`src/rtl/s298_net.sv`:
```
// Two-way signal-phase controller: synced enable/request/hold inputs drive a
// six-phase A/B sequence paced by a saturating timer (14 flops total).
module s298_net #(
  parameter int TIMER_W     = 8,
  parameter int A_GREEN_MIN = 15,
  parameter int YELLOW_END  = 3,
  parameter int ALLRED_END  = 1,
  parameter int B_GREEN_END = 31
) (
  input  logic clk,
  input  logic reset,
  input  logic g0,
  input  logic g1,
  input  logic g2,
  output logic o0,
  output logic o1,
  output logic o2,
  output logic o3,
  output logic o4,
  output logic o5
);

  localparam logic [2:0] AG  = 3'd0;
  localparam logic [2:0] AY  = 3'd1;
  localparam logic [2:0] ARB = 3'd2;
  localparam logic [2:0] BG  = 3'd3;
  localparam logic [2:0] BY  = 3'd4;
  localparam logic [2:0] RBA = 3'd5;

  localparam logic [TIMER_W-1:0] T_AGM = TIMER_W'(A_GREEN_MIN);
  localparam logic [TIMER_W-1:0] T_YE  = TIMER_W'(YELLOW_END);
  localparam logic [TIMER_W-1:0] T_ARE = TIMER_W'(ALLRED_END);
  localparam logic [TIMER_W-1:0] T_BGE = TIMER_W'(B_GREEN_END);
  localparam logic [TIMER_W-1:0] T_MAX = '1;
  localparam logic [TIMER_W-1:0] T_ONE = TIMER_W'(1);

  logic [2:0]         s;
  logic [2:0]         phase, phase_nxt;
  logic [TIMER_W-1:0] timer, timer_nxt;
  logic               leave;

  always_ff @(posedge clk) begin
    if (reset) begin
      s     <= 3'b000;
      phase <= AG;
      timer <= '0;
    end else begin
      s     <= {g2, g1, g0};
      phase <= phase_nxt;
      timer <= timer_nxt;
    end
  end

  always_comb begin
    leave = 1'b0;
    case (phase)
      AG:      leave = (timer >= T_AGM) && s[1] && !s[2];
      AY:      leave = (timer == T_YE);
      ARB:     leave = (timer == T_ARE);
      BG:      leave = (timer >= T_BGE) && !s[2];
      BY:      leave = (timer == T_YE);
      RBA:     leave = (timer == T_ARE);
      default: leave = 1'b0;
    endcase
  end

  // Illegal codes recover to AG even while the enable is low.
  always_comb begin
    phase_nxt = phase;
    timer_nxt = timer;
    if (phase > RBA) begin
      phase_nxt = AG;
      timer_nxt = '0;
    end else if (s[0]) begin
      if (leave) begin
        phase_nxt = (phase == RBA) ? AG : phase + 3'd1;
        timer_nxt = '0;
      end else if (timer != T_MAX) begin
        timer_nxt = timer + T_ONE;
      end
    end
  end

  always_comb begin
    {o5, o4, o3, o2, o1, o0} = 6'b100100;
    case (phase)
      AG:      {o5, o4, o3, o2, o1, o0} = 6'b100001;
      AY:      {o5, o4, o3, o2, o1, o0} = 6'b100010;
      ARB:     {o5, o4, o3, o2, o1, o0} = 6'b100100;
      BG:      {o5, o4, o3, o2, o1, o0} = 6'b001100;
      BY:      {o5, o4, o3, o2, o1, o0} = 6'b010100;
      RBA:     {o5, o4, o3, o2, o1, o0} = 6'b100100;
      default: {o5, o4, o3, o2, o1, o0} = 6'b100100;
    endcase
  end

endmodule

```
`config.mk`:
```
export PLATFORM = sky130hd
export DESIGN_NAME = s298_net
export DESIGN_NICKNAME = d
export VERILOG_FILES = /design/src/rtl/s298_net.sv
export SDC_FILE = /design/constraint.sdc
export NUM_CORES = 1
export LEC_CHECK = 0
export BUFFER_PORTS_ARGS = -buffer_cell sky130_fd_sc_hd__buf_2
export CAP_MARGIN = 10
export CORE_MARGIN = 2
export CORE_UTILIZATION = 56
export DETAILED_ROUTE_END_ITERATION = 10
export MAX_ROUTING_LAYER = met4
export PLACE_DENSITY = 0.81
export RECOVER_POWER = 25
export REMOVE_ABC_BUFFERS = 1
export SLEW_MARGIN = 20
export SYNTH_ARGS = -nofsm -noshare
export SYNTH_HDL_FRONTEND = slang
export SYNTH_SLANG_ARGS = --single-unit
```
`constraint.sdc`:
```
create_clock -name clk -period 2.4 [get_ports clk]
set_input_delay 0.24 -clock clk [delete_from_list [all_inputs] [get_ports clk]]
set_output_delay 0.24 -clock clk [all_outputs]
set_load 0.01 [all_outputs]
```
==> summary.md <==
| Metric | Value |
|---|---|
| CTS tree | done |
| Vias in the first global route | 669 |
| Switching Share | between 20% and 30% |
| FILL cells | 148 |
| Crit Path Class | flip-flop to flip-flop |
| Static leakage | 0.000369 µW |
| Synth Cell Area | between 900 and 1000 µm² |
| Final setup vio count | 0 |
| Initial antenna violation count | 0 |
| Hold Crit Class | input port to flip-flop |
| Layout cells sized above 1 | 18.8% |
| PostCTS Resize Cnt | 0 |
| Power, Total | a little under 400 µW |
| # IOs | 11 |
| Status | complete, no violations |
| FFs w/ async S/R, synth | 0% |
| Largest net degree at the start of global routing | 19 |
| Post-synth top cells | dfxtp_1 (14), nand2_1 (13), a21oi_1 (8), and3_1 (6) |
| Seq/Total Area, Yosys | slightly above 30% |
| Antenna diode count | 0 |
| Crit Path Max Fanout | 9 |
| Most used DFF post-synth | dfxtp_1 |
| FF-to-FF setup slack | ~0.38 ns |
| Net Switching | roughly 92 µW |
| # nets final | 121 |
| Clock power share | 33.5% |
| Drt wl/cell | 14.0 µm |
| Post-DP HPWL | 1240 µm |
| Synthesis-to-finish area growth | 2.03% |
| Syn_area_per_cell | 8.89 µm² |
| Clock transition at path regs | about 0.080 ns |
| Synth unique cells | 35 |
| First-pass GRT wire length | 2950 µm |
| Setup ws final | 0.375 ns |
| Chip height | 44.6 µm |
| Post-synth top area share | 30.3% |
| Final Hold Fails | 0 |
| Drt total wl | 1790 µm |
| Setup Buffers After CTS | 0 |
| DRC violations left | 0 |
| Die X | ~45 µm |
| Fin crit share | 84.4% |
| DR iter-0 viols | 18 |
| H-tree depth | 1 |
| Initial core utilization | 60.7% |
| Critical Path AT | roughly 2.2 ns |
| # hold bufs at CTS | 0 |
| Post-DRT Antenna Nets | 0 |
| Total negative slack | 0 ns |
| Final core utilization | 61.9% |
| RD Place Congestion | between 0.8 and 0.9 |
| Logic pwr share | 5.0% |
| Cell with the most instances after synthesis | dfxtp_1 |
| Clk_lat worst skew | 0.28 ns |
| Number of flops mapped to enable cells by yosys | 0 |
| Internal Power | 305 µW |
| Largest area contributor in the netlist | dfxtp_1 |
| Worst relative slew slack | a little over three fifths |
| Synth warnings | 0 |
| Yosys reg bits | 14 |
| Clock Tree Buf Depth | 2 |
| Total track usage | 21.0% |
| Startpoint types | flip-flop |
| Max Slew Vio Count | 0 |
| Die Area | 1990 µm² |
| Clock sinks | 14 |
| Setup Skew | 0.00183 ns |
| Mapped Cells | around 100 |
| Core area | 1520 µm² |
| Port Buf Inserts | 10 |
| Total gr overflow | 0 |
| Reg power frac | 61.5% |
| PwrDens | 421 nW/µm² |
| Worst slew pin tran | around 0.56 ns |
| Shortest period the worst path allows | about 2.0 ns |
| DR vias | 824 |
| Achievable Freq | 0.494 GHz |
| TritonCTS Buffers | 3 |
| Pre-CTS setup slack | 0.408 ns |
| Vias per std cell | 6.44 |
| MaxCap Viol Count | 0 |
| Worst Path Required | ~2.6 ns |
| Pre-antenna DRT Iters | 4 |
| Element type at the critical path end | flip-flop |
| Top post-synthesis cells by area | dfxtp_1 (30%), buf_6 (6.1%), nand2_1 (5.3%) |
| Row count | 14 |
| Buffer type at the clock tree root | clkbuf_4 |
| RSZ-0062 raised after global routing | no |
| Worst VDD drop | around 0.4 mV |
-- worst max-delay path, cell delays in order (launching register included) --
cell and delay (ns):
dfxtp_1 0.46, ha_1 0.26, and3_1 0.21, o21ai_2 0.06, a311o_1 0.50, a21boi_4 0.25, mux2i_1 0.21
-- power groups by stage --
| stage | logic (µW) | registers (µW) | clock network (µW) |
|---|---|---|---|
| after floorplan | 13.7 | 247 | 0 |
| after global placement | 19.8 | 249 | 0 |
| after detailed placement | 20.2 | 250 | 0 |
| after CTS | 20.3 | 244 | 135 |
| after global routing | 22.4 | 245 | 148 |
| final | 19.9 | 244 | 133 |
-- worst paths after layout --
| check | endpoint | startpoint | cells past startpoint |
|---|---|---|---|
| hold reg to reg | timer[0]$_SDFFE_PP0P_ | timer[0]$_SDFFE_PP0P_ | 2 |
| setup reg to reg | phase[0]$_SDFFE_PP0P_ | timer[1]$_SDFFE_PP0P_ | 6 |
| setup / recovery | phase[0]$_SDFFE_PP0P_ | timer[1]$_SDFFE_PP0P_ | 6 |
| hold / removal | s[2]$_SDFF_PP0_ | g2 | 2 |
-- cell usage in the layout, fill, tap and decap left out, drive strengths merged, types with 3 or more instances in the layout --
| cell type | count |
|---|---|
| nor2 | 3 |
| nor2b | 3 |
| a211oi | 5 |
| nand3 | 5 |
| dfxtp | 14 |
| inv | 3 |
| clkbuf | 5 |
| mux2i | 3 |
| a21oi | 8 |
| nor3 | 3 |
| and3 | 7 |
| nand2 | 13 |
| nand2b | 3 |
| a31oi | 3 |
| o211ai | 4 |
| buf | 11 |
-- state kept, by name, indices dropped and copies added, names as in the netlist --
name and flops:
s 3, phase 3, timer 8
-- through the flow --
stage	hold WS, ns	instances	instance area [µm²]
after floorplan	0.312	96	831
after global placement	0.447	125	923
after detailed placement	0.457	125	923
after CTS	0.165	128	946
after global routing	0.159	128	943
final	0.164	128	943
-- layout make-up --
cell class	count	area, µm²	area share, %
timing repair buffer	13	70.1	7.43
tap	16	20.0	2.12
inverter	3	11.3	1.19
clock buffer	3	22.5	2.39
multi-input combinational	79	539	57.2
sequential	14	280	29.7
-- layer usage --
layer	GRT usage, %	up-vias	share of wire [%]
li1	-	406	-
met1	26.2	377	45
met2	32.8	37	48
met3	3.67	4	6.7
met4	9.09	0	0.67
met5	-	-	0
-- cells by family (layout without fill, tap and decap cells) --
family,after synthesis,in the layout,synth area share [%]
compound gates,28,28,24.6
buf+inv,11,19,11.4
fa+ha+maj,2,2,2.71
flops,14,14,30.3
mux,3,3,3.25
simple gates,45,45,26.8
xor+xnor,1,1,0.947
Power figures use the tool's default switching activity.
